===== src/rtl/nibble_compare_sequencer.sv =====
// Unsigned magnitude compare of two NIBBLES*4-bit operands, one nibble
// per cycle MSB-first, using an external 4-bit comparator slice.
module nibble_compare_sequencer #(
  parameter int NIBBLES = 4
) (
  input  logic                 clk,
  input  logic                 rst,
  input  logic                 start,
  input  logic [4*NIBBLES-1:0] op_a,
  input  logic [4*NIBBLES-1:0] op_b,
  output logic [3:0]           cmp_a,
  output logic [3:0]           cmp_b,
  input  logic                 cmp_gt,
  input  logic                 cmp_lt,
  input  logic                 cmp_eq,
  output logic                 busy,
  output logic                 done,
  output logic                 a_gt_b,
  output logic                 a_lt_b,
  output logic                 a_eq_b
);

  localparam int W  = 4 * NIBBLES;
  localparam int IW = (NIBBLES > 1) ? $clog2(NIBBLES) : 1;

  typedef enum logic [1:0] {
    IDLE,
    RUN,
    DONE
  } state_e;

  state_e          state_q, state_d;
  logic [IW-1:0]   idx_q, idx_d;
  logic [W-1:0]    a_q, a_d;
  logic [W-1:0]    b_q, b_d;
  logic [2:0]      res_q, res_d;
  logic [W-1:0]    a_sh, b_sh;

  // Sequencing relies on gt/lt alone; equality is implied by neither.
  logic unused_cmp_eq;
  assign unused_cmp_eq = cmp_eq;

  assign a_sh = a_q >> {idx_q, 2'b00};
  assign b_sh = b_q >> {idx_q, 2'b00};

  always_ff @(posedge clk) begin
    if (rst) begin
      state_q <= IDLE;
      idx_q   <= '0;
      a_q     <= '0;
      b_q     <= '0;
      res_q   <= '0;
    end else begin
      state_q <= state_d;
      idx_q   <= idx_d;
      a_q     <= a_d;
      b_q     <= b_d;
      res_q   <= res_d;
    end
  end

  always_comb begin
    state_d = state_q;
    idx_d   = idx_q;
    a_d     = a_q;
    b_d     = b_q;
    res_d   = res_q;
    cmp_a   = '0;
    cmp_b   = '0;
    unique case (state_q)
      IDLE: begin
        if (start) begin
          a_d     = op_a;
          b_d     = op_b;
          idx_d   = IW'(NIBBLES - 1);
          state_d = RUN;
        end
      end
      RUN: begin
        cmp_a = a_sh[3:0];
        cmp_b = b_sh[3:0];
        if (cmp_gt) begin
          res_d   = 3'b100;
          state_d = DONE;
        end else if (cmp_lt) begin
          res_d   = 3'b010;
          state_d = DONE;
        end else if (idx_q == '0) begin
          res_d   = 3'b001;
          state_d = DONE;
        end else begin
          idx_d = idx_q - 1'b1;
        end
      end
      DONE: begin
        state_d = IDLE;
      end
      default: begin
        state_d = IDLE;
      end
    endcase
  end

  assign busy   = (state_q != IDLE);
  assign done   = (state_q == DONE);
  assign a_gt_b = res_q[2];
  assign a_lt_b = res_q[1];
  assign a_eq_b = res_q[0];

endmodule


===== config.mk =====
export PLATFORM = sky130hd
export DESIGN_NAME = nibble_compare_sequencer
export DESIGN_NICKNAME = d
export VERILOG_FILES = /design/src/rtl/nibble_compare_sequencer.sv
export SDC_FILE = /design/constraint.sdc
export NUM_CORES = 1
export LEC_CHECK = 0
export BUFFER_PORTS_ARGS = -buffer_cell sky130_fd_sc_hd__buf_2
export CORE_ASPECT_RATIO = 0.8
export CORE_MARGIN = 4
export CORE_UTILIZATION = 30
export DETAILED_ROUTE_END_ITERATION = 16
export PLACE_DENSITY = 0.61
export SYNTH_ARGS = -nofsm -noshare
export SYNTH_HDL_FRONTEND = slang
export SYNTH_SLANG_ARGS = --single-unit

===== constraint.sdc =====
create_clock -name clk -period 4.3 [get_ports clk]
set_clock_uncertainty 0.15 [all_clocks]
set_input_delay 0.215 -clock clk [delete_from_list [all_inputs] [get_ports clk]]
set_output_delay 0.215 -clock clk [all_outputs]
set_load 0.005 [all_outputs]

[After elaboration in Yosys (flattened, before gate mapping)]
Cells that the tools add are included.
Widths: inputs -> output; s select.
Storage, ports and cells
  bits in registers: 39
  input bits: 38
  output and inout bits: 13
  logic and storage cells: 39
Cells by class
  add/subtract/negate cells: 1
  eq/ne operators: 7
  shift-type cells: 2
  muxes and demuxes: 15
  reductions and logical operators: 9
Operators by type and width (count)
  $shr 16x4->4: 2
  $mux 2: 8
  $mux 3: 3
  $mux 4: 2
  $ne 2x2->1 const B: 4
  $pmux 2 s2: 2
  $reduce_and 2->1: 3
  $reduce_and 5->1: 1
  $logic_not 2->1: 2
  $ne 4x4->1 const B: 1
  $reduce_bool 2->1: 2
  $reduce_bool 3->1: 1
  $eq 2x1->1 const B: 1
  $eq 2x2->1 const B: 1
  $sub 2x1->2 const B: 1

[Depth between registers and ports, before layout]
Gate-level depths: netlist of run 1.
  word-level depth: 5
  mapped depth: 6
  mapped depth without buffers: 5

[Worst setup path after synthesis of run 1]
Ideal clock, no wire load.
  path kind: register to register
  start: register idx_q[1]
  end: register idx_q[0]
  setup time: 86 ps
  arrival: 1530 ps
  data required time: 4064 ps
  slack: 2535 ps
  cell stages (with the launch flop): 7
  clock period less this slack: 1765 ps
  cell sequence: dfxtp_1 > clkbuf_1 > inv_1 > ha_1 > nor3_1 > a211oi_1 > a211oi_1
Between the ends
  longest elaborated chain between the ends: 3
RTL lines
  start, declared: line 33  | logic [IW-1:0] idx_q, idx_d;
  start signal, assigned: line 55  | idx_q <= idx_d;
  $logic_not 2->1: line 88  | end else if (idx_q == '0) begin
  $ne 2x2->1 (no source line)
  $reduce_and 5->1 (no source line)
Every way passes these cells.
A chain may end at the register's enable or synchronous reset.

[Worst setup path in the final report of run 1]
  start: register idx_q[0]
  end: output cmp_a[1]
Between the ends
  longest elaborated chain between the ends: 2
RTL lines
  $shr 16x4->4: line 43  | assign a_sh = a_q >> {idx_q, 2'b00};
  $mux 4: line 70  | unique case (state_q)
  end, declared: line 11  | output logic [3:0] cmp_a,
Every way passes these cells.

==> metrics.md, run 1 <==
| Metric | Value |
|---|---|
| Synth cell types | 22 |
| TritonCTS clock tree | done |
| Synth warn | 0 |
| Final period util | 53.3% |
| Maximum VDD drop | 0.210 mV |
| Num rows | 24 |
| Synth Area in XOR/XNOR | 0% |
| Synth Net Count | 233 |
| Hold_sp | op_b[6] |
| Synth top area share | 46.1% |
| Simple-gate share of the synthesized area | 23.2% |
| Clock transition at the registers of the reported paths | 0.07 ns |
| CTS sink count | 39 |
| Critical path class | flop to primary output |
| Top cells by area, synth | dfxtp_1 (46%), nand2_1 (14%), mux4_2 (11%), a21oi_1 (10%), and2_1 (3.3%) |
| Drt initial violations | 38 |
| DR pass1 iterations | 4 |
| Ratio of cells with drive above 1 in the final layout | 28.2% |
| Hold buffer count at cts | 0 |
| # diodes | 0 |
| Arr. time, crit path | 1.93 ns |
| Final Max Slew Viols | 0 |
| Post-synthesis cell count | 194 |
| Startpoint types | flop |
| Gp weighted congestion | 0.678 |
| Worst Path Required | 3.93 ns |
| Commonest non-fill, non-tap cell in the layout | nand2_1 |
| Synth Cell Area | 1690 um2 |
| Die height | 75.2 um |
| H-tree depth | 2 |
| Initial antenna violation count | 0 |
| Worst-path fanout max | 11 |
| Number of fill cells | 609 |
| Antenna Nets Post-Route | 0 |
| Initial core utilization | 31.0% |
| First-pass GRT wire length | 6460 um |
| Most frequent cells in the layout | nand2_1 (65), buf_2 (49), dfxtp_1 (39) |
| Worst Tran Pin Value | 1.06 ns |
| Setup-failing EPs final | 0 |
| Root buffer cell | clkbuf_8 |
| Worst r2r src | idx_q[0]$_SDFFE_PP0P_ |
| Peak Freq | 436 MHz |
| Die ar. | 6920 um2 |
| Tot GR Track Use | 12.0% |
| FF-to-FF setup slack | 2.10 ns |
| IO buf count | 49 |
| Footprint of the multi-input gates | 811 um2 |
| Max Cap Viol | 0 |
| CTS-repair resized insts | 0 |
| WHS Endpoint | b_q[6]$_SDFFE_PP0P_ |
| Routed WL | 3900 um |
| # IOs | 51 |
| Sequential Area | 781 um2 |
| GR Overflow Total | 0 |
| Compound-Gate Fraction of Synth Area | 12.7% |
| Vias in the first global route | 1450 |
| Drt drc | 0 |
| Leak pwr | 0.853 nW |
| Reg2reg end | idx_q[1]$_SDFFE_PP0P_ |
| Status | complete, no violations |
| P&R area growth vs syn | 21.0% |
| Largest family of logic cells by synthesized area | simple AND/OR/NAND/NOR gates |
| Final net count | 276 |
| Total setup buffers inserted after CTS | 0 |
| DR vias/cell | 4.50 |
| DR vias | 1421 |
| Slew HR | 29.0% |
| Dpl hpwl | 2640 um |
| Crit path time final | 2.29 ns |
| Top cell type by total area after synthesis | dfxtp_1 |
| Clock Path Buffers | 2 |
| Worst skew pair latency | 0.28 ns |
| Crit. End Element | primary output |
| Wire length per cell | 12.3 um |
| Largest net degree at the start of global routing | 40 |
| Pwr per Cell Area | 378 nW/um2 |
| Reg2reg path depth | 5 |
| Syn avg cell area | 8.73 um2 |
| Seq/Total Area, Yosys | 46.1% |
| Hold Crit Class | input pin to flop |
| Mux contribution to synthesized area | 11.2% |
| Core ar. | 5470 um2 |
| RSZ-0062 raised after global routing | no |
| Die Width | 92.0 um |
| Cts bufs inserted | 5 |
| TNS Setup | 0 ns |
| Final hold violation count | 0 |
| Fin util | 37.5% |
| Worst hold path depth | 3 |
| Adder-cell area share of the yosys netlist | 0.739% |
| FF+latch count, synth | 39 |
kinds of logic (layout without fill, tap and decap cells):
group,count (synthesis),after routing
AO/OA/AOI/OAI,41,41
AND/OR/NAND/NOR,88,88
adder cells (fa/ha/maj),1,1
multiplexers,9,9
buffers and inverters,16,60
flip-flops,39,39
report_power, final:
group          switching, W  leakage, nW  internal [W]
clock              0.000119       0.0515      0.000146
combinational     0.0000521        0.481     0.0000518
sequential        0.0000208        0.320      0.000385
sequential cells by signal (all words and copies together), names as in the netlist:
| signal | flops |
|---|---|
| a_q | 16 |
| b_q | 16 |
| idx_q | 2 |
| res_q | 3 |
| state_q | 2 |
worst max path at each step:
stage | start | end | slack, ns | depth (start not counted)
after floorplan | idx_q[1]$_SDFFE_PP0P_ | idx_q[0]$_SDFFE_PP0P_ | 2.53 | 6
after global routing | idx_q[0]$_SDFFE_PP0P_ | idx_q[1]$_SDFFE_PP0P_ | 1.85 | 5
after detailed placement | idx_q[0]$_SDFFE_PP0P_ | idx_q[0]$_SDFFE_PP0P_ | 2.06 | 5
final | idx_q[0]$_SDFFE_PP0P_ | cmp_a[1] | 2.01 | 3
after CTS | idx_q[0]$_SDFFE_PP0P_ | cmp_a[3] | 1.94 | 3
after global placement | idx_q[0]$_SDFFE_PP0P_ | idx_q[0]$_SDFFE_PP0P_ | 2.10 | 5
synthesized netlist by cell type (all sizes together):
library cell and number:
a211oi 4, a21oi 35, and2 9, and2b 1
buf 9, clkbuf 5, dfxtp 39, ha 1
inv 2, mux2i 1, mux4 8, nand2 65
nand2b 1, nand3b 1, nor2 3, nor2b 1
nor3 4, nor3b 1, o21ai 2, or2 1
or3b 1
routing by layer:
layer  global-route usage [%]  routed length (um)
met1                     14.4                1870
met2                     21.0                1780
met3                     3.80                 213
met4                     3.95                  34
met5                        0                   0
worst max-delay path, cell delays in order, from the launching register on:
cell	delay, ns
dfxtp_1	0.77
mux4_2	0.59
and2_1	0.16
buf_2	0.12
cell type report:
| class | instances | area share, % |
|---|---|---|
| inverter | 2 | 0.366 |
| sequential | 39 | 38.1 |
| timing repair buffer | 50 | 12.3 |
| multi-input combinational | 139 | 39.6 |
| clock buffer | 8 | 4.88 |
| tap | 78 | 4.76 |
stage by stage:
step	hold WS (ns)	cells	setup slack (ns)	power, W	instance area [um2]
5_1_grt	0.0110	316	1.85	0.000818	2050
3_3_place_gp	0.290	308	2.10	0.000519	1950
6_report	0.0156	316	2.01	0.000775	2050
4_1_cts	0.00591	316	1.94	0.000789	2050
2_1_floorplan	0.201	194	2.53	0.000488	1690
3_5_place_dp	0.297	308	2.06	0.000521	1950
No activity file was read; power rests on OpenSTA's default activity.
==> run 2: changes to the inputs <==
==> constraint.sdc (replaced) <==
create_clock -name clk -period 2.2 [get_ports clk]
set_clock_uncertainty 0.15 [all_clocks]
set_input_delay 0.11 -clock clk [delete_from_list [all_inputs] [get_ports clk]]
set_output_delay 0.11 -clock clk [all_outputs]
set_load 0.005 [all_outputs]
==> metrics.md, run 2 (synthesized netlist as in run 1, its figures left out) <==
| Metric | Value |
|---|---|
| Status | complete, no violations |
| Root buffer cell | clkbuf_8 |
| First-pass GRT wire length | 6760 um |
| Clock transition at the registers of the reported paths | 0.07 ns |
| TritonCTS clock tree | done |
| Crit. End Element | primary output |
| Placed cell areas | 1990 um2 |
| GR Overflow Total | 0 |
| Drt initial violations | 52 |
| Peak Freq | 505 MHz |
| Wire length per cell | 11.7 um |
| Ratio of cells with drive above 1 in the final layout | 26.3% |
| Hold Slack | 0.237 ns |
| DR vias/cell | 4.37 |
| Reg2reg path depth | 6 |
| Worst Path Required | 1.94 ns |
| Initial core utilization | 31.0% |
| Top flop regs | a_q (16), b_q (16), res_q (3) |
| Pwr per Cell Area | 649 nW/um2 |
| Startpoint types | flop |
| Hold Crit Class | input pin to flop |
| TNS Setup | 0 ns |
| DR pass1 iterations | 4 |
| Max Cap Viol | 0 |
| Die ar. | 6920 um2 |
| Final period util | 90.0% |
| # IOs | 51 |
| Core ar. | 5470 um2 |
| Tot GR Track Use | 12.7% |
| Num rows | 24 |
| Worst-path fanout max | 8 |
| Critical path class | flop to primary output |
| Inst Count DP | 313 |
| Worst Tran Pin Value | 0.721 ns |
| Drt drc | 0 |
| Footprint of the multi-input gates | 811 um2 |
| Worst skew pair latency | 0.28 ns |
| # diodes | 0 |
| Slew HR | 51.9% |
| H-tree depth | 2 |
| Setup-failing EPs final | 0 |
| Commonest non-fill, non-tap cell in the layout | nand2_1 |
| Worst hold path depth | 2 |
| Number of fill cells | 581 |
| Routed WL | 4180 um |
| Largest net degree at the start of global routing | 40 |
| Cts bufs inserted | 5 |
| Arr. time, crit path | 1.72 ns |
| DR vias | 1555 |
| Antenna Nets Post-Route | 0 |
| CTS sink count | 39 |
| Final hold violation count | 0 |
| Final net count | 316 |
| Tot Pwr | 0.00158 W |
| Most frequent cells in the layout | nand2_1 (65), buf_2 (49), dfxtp_1 (38) |
| RSZ-0062 raised after global routing | no |
| Die Width | 92.0 um |
| Leak pwr | 1.02 nW |
| Gp weighted congestion | 0.683 |
| Finished Layout Cells | 356 |
| Initial antenna violation count | 0 |
| P&R area growth vs syn | 43.9% |
| Total setup buffers inserted after CTS | 0 |
| IO buf count | 49 |
| Clock Path Buffers | 2 |
| Maximum VDD drop | 0.256 mV |
| Dpl hpwl | 2690 um |
| Crit path time final | 1.98 ns |
| Sequential Area | 782 um2 |
| Final Cell Area | 2440 um2 |
| Die height | 75.2 um |
| Vias in the first global route | 1521 |
| Final Max Slew Viols | 0 |
## run 2: changes by cell type in the layout (fill, tap and decap cells not counted)
cell and delta:
dfxtp_2 +1, buf_4 +5, dfxtp_1 -1, dlygate4sd3_1 +35
## run 2: cell type report
| class | count | area share [%] |
|---|---|---|
| well taps | 78 | 4.00 |
| inverters | 2 | 0.308 |
| repair buffers | 90 | 26.3 |
| multi-input cells | 139 | 33.2 |
| flip-flops and latches | 39 | 32.1 |
| clock buffers | 8 | 4.10 |
## run 2: where the power goes
part	switching, W	leakage [nW]	internal (W)
Sequential	0.0000297	0.321	0.000753
Clock	0.000240	0.0515	0.000286
Combinational	0.000123	0.652	0.000151
Total	0.000392	1.02	0.00119
## run 2: final timing paths
check	startpoint	to	slack (ns)
max	idx_q[0]$_SDFFE_PP0P_	cmp_b[3]	0.22
min	rst	a_q[13]$_SDFFE_PP0P_	0.24
max reg2reg	idx_q[0]$_SDFFE_PP0P_	idx_q[1]$_SDFFE_PP0P_	0.55
min reg2reg	b_q[8]$_SDFFE_PP0P_	b_q[8]$_SDFFE_PP0P_	0.30
## run 2: critical path, cell delays in order (launching register included)
cell and delay [ns]:
dfxtp_2 0.46, buf_4 0.21, mux4_2 0.49, and2_1 0.16
buf_2 0.12
## run 2: what timing repair did
| action | CTS | global route |
|---|---|---|
| gates resized for setup | 0 | 1 |
| hold endpoints to repair | 36 | 0 |
| hold buffers | 35 | 0 |
| setup endpoints to repair | 0 | 4 |
## run 2: per-layer routing
layer  wire length, um  part of all wire (%)  global-route usage, %
met2              2040                    49                   23.0
met5                 0                     0                      0
met3               209                   5.0                   3.50
met1              1870                    45                   14.5
met4                56                   1.3                   4.94
## run 2: metrics by stage
step	util (%)	setup WS, ns
after floorplan	-	0.435
after global placement	36.4	0.346
after detailed placement	36.4	0.342
after CTS	44.6	0.0193
after global routing	44.6	0.0953
final	44.6	0.220
==> run 3: changes to the inputs <==
--- a/config.mk
+++ b/config.mk
@@ -5,6 +5,7 @@
 export SDC_FILE = /design/constraint.sdc
 export NUM_CORES = 1
 export LEC_CHECK = 0
+export ABC_AREA = 1
 export BUFFER_PORTS_ARGS = -buffer_cell sky130_fd_sc_hd__buf_2
 export CORE_ASPECT_RATIO = 0.8
 export CORE_MARGIN = 4
==> metrics.md, run 3 <==
| Metric | Value |
|---|---|
| Status | complete, no violations |
| Seq pwr share | 46.8% |
| P&R area growth vs syn | 44.3% |
| Cts bufs inserted | 5 |
| CTS sink count | 39 |
| Finished Layout Cells | 403 |
| H-tree depth | 2 |
| Async set-or-reset flop fraction in the synthesized netlist | 0% |
| Initial core utilization | 31.0% |
| Final hold violation count | 0 |
| Top cells by area, synth | dfxtp_1 (46%), nor2_1 (23%), o21ai_1 (12%), a21oi_1 (3.6%), o21ai_0 (3.0%) |
| Vias in the first global route | 1667 |
| Most frequent cells in the layout | nor2_1 (105), buf_2 (49), o21ai_1 (40) |
| Die height | 75.2 um |
| GR Overflow Total | 0 |
| Max Cap Viol | 0 |
| Worst Tran Pin Value | 0.546 ns |
| Antenna Nets Post-Route | 0 |
| DR vias | 1763 |
| Num rows | 24 |
| Synth top cells by count | nor2_1 (105), o21ai_1 (40), dfxtp_1 (39), a21oi_1 (12), o21ai_0 (10) |
| Synth Net Count | 283 |
| Ys flop type | dfxtp_1 |
| DR vias/cell | 4.37 |
| IO buf count | 49 |
| Final period util | 92.3% |
| Seq/Total Area, Yosys | 46.2% |
| Die ar. | 6910 um2 |
| Drt initial violations | 50 |
| Setup-failing EPs final | 0 |
| Routed WL | 4600 um |
| FF-to-FF setup slack | 0.17 ns |
| Syn avg cell area | 6.93 um2 |
| Gp weighted congestion | 0.824 |
| Tot GR Track Use | 13.8% |
| Clock power frac | 34.2% |
| Core ar. | 5470 um2 |
| Final Max Slew Viols | 0 |
| Worst skew pair latency | 0.30 ns |
| Int Power | 0.00125 W |
| Slew HR | 63.5% |
| Synth warn | 0 |
| Post-synthesis cell count | 244 |
| Critical path class | flop to flop |
| Root buffer cell | clkbuf_8 |
| Commonest non-fill, non-tap cell in the layout | nor2_1 |
| EDFF count, synth | 0 |
| Final net count | 364 |
| Most common cell in the netlist | nor2_1 |
| Worst-path fanout max | 18 |
| Initial antenna violation count | 0 |
| Synth Cell Area | 1690 um2 |
| Leak pwr | 1.09 nW |
| Crit path time final | 2.03 ns |
| Dpl hpwl | 3000 um |
| Peak Freq | 492 MHz |
| TNS Setup | 0 ns |
| Startpoint types | flop |
| Wire length per cell | 11.4 um |
| Crit. End Element | flop |
| Inst Count DP | 360 |
| Hold Crit Class | input pin to flop |
| Top flop regs | a_q (16), b_q (16), res_q (3) |
| TritonCTS clock tree | done |
| Clock transition at the registers of the reported paths | 0.08 ns |
| Sw frac | 27.5% |
| Largest net degree at the start of global routing | 36 |
| Synth top area share | 46.2% |
| # diodes | 0 |
| Synth cell types | 16 |
| RSZ-0062 raised after global routing | no |
| Top cell type by total area after synthesis | dfxtp_1 |
| First-pass GRT wire length | 7490 um |
| Die Width | 92.0 um |
| Reg2reg path depth | 8 |
| Clock Path Buffers | 2 |
| DR pass1 iterations | 5 |
| Worst hold path depth | 4 |
| Combinational share of power | 19.0% |
| NetSw | 0.000475 W |
| Maximum VDD drop | 0.267 mV |
| Worst Path Required | 2.30 ns |
| Total setup buffers inserted after CTS | 0 |
| Pwr per Cell Area | 707 nW/um2 |
| # IOs | 51 |
| Arr. time, crit path | 2.13 ns |
| Ratio of cells with drive above 1 in the final layout | 21.2% |
| Drt drc | 0 |
| FF+latch count, synth | 39 |
## run 3: cell count changes in the layout (fill, tap and decap cells not counted), moves of 2 or more
cell / previous run / this run
a21oi_1: 35 / 12
nor3_1: 4 / 0
nand2_1: 65 / 9
nand3_1: 0 / 2
o21ai_0: 2 / 10
o21ai_1: 0 / 40
mux4_2: 8 / 0
a211oi_1: 4 / 0
inv_2: 0 / 7
clkbuf_8: 7 / 5
and2_1: 9 / 0
buf_4: 6 / 2
nor2_1: 3 / 105
## run 3: per-layer routing
metal	global-route usage, %	up-vias	part of all wire [%]
met5	0	-	0
met4	6.75	0	1.8
met3	3.50	7	5.3
met2	22.3	49	42
met1	17.5	762	50
li1	-	945	-
## run 3: area by class of cell
type | instances | area [um2]
inverter | 10 | 37.5
clock inverter | 2 | 37.5
multi-input combinational | 182 | 796
clock buffer | 5 | 68.8
fill | 582 | 3020
timing repair buffer | 87 | 621
tap | 78 | 97.6
sequential | 39 | 783
## run 3: per-stage QoR
step | hold WS [ns] | setup WS, ns | util, % | area (um2) | total power [W]
3_5_place_dp | 0.193 | 0.586 | 36.1 | 1970 | 0.00110
4_1_cts | 0.152 | 0.0423 | 44.6 | 2440 | 0.00174
6_report | 0.144 | 0.169 | 44.7 | 2440 | 0.00173
3_3_place_gp | 0.199 | 0.616 | 36.1 | 1970 | 0.00110
2_1_floorplan | 0.0291 | 0.768 | - | 1690 | 0.00102
5_1_grt | 0.195 | 0.0485 | 44.7 | 2440 | 0.00182
## run 3: what timing repair did
action                                 CTS  global route
hold buffers                            36             0
gates resized for setup                  0             2
endpoints found under the hold margin   36             0
setup endpoints to repair                0             1
## run 3: final timing paths
check	startpoint	to
worst min-delay path	start	b_q[3]$_SDFFE_PP0P_
worst max register to register	idx_q[0]$_SDFFE_PP0P_	res_q[2]$_SDFFE_PP0P_
worst max-delay path	idx_q[0]$_SDFFE_PP0P_	res_q[2]$_SDFFE_PP0P_
worst min register to register	res_q[1]$_SDFFE_PP0P_	res_q[1]$_SDFFE_PP0P_
## run 3: power by group through the flow
stage                     Combinational, W  Clock [W]  Sequential (W)
after global placement            0.000275          0        0.000821
after global routing              0.000376   0.000631        0.000815
after floorplan                   0.000209          0        0.000806
final                             0.000329   0.000590        0.000807
after detailed placement          0.000281          0        0.000822
after CTS                         0.000330   0.000606        0.000807
## run 3: critical path, stage by stage, from the launching register on
cell and delay [ns]:
dfxtp_2 0.42, inv_2 0.17, ha_1 0.25, inv_1 0.07, nand2_1 0.07, nand2_1 0.11, nand2_1 0.06, a21oi_1 0.11
dlygate4sd3_1 0.55
## run 3: logic make-up after synthesis
logic type	synth area share, %
adder cells (fa/ha/maj)	0.740
AND/OR/NAND/NOR	28.0
AO/OA/AOI/OAI	18.3
flip-flops	46.2
buffers and inverters	6.80
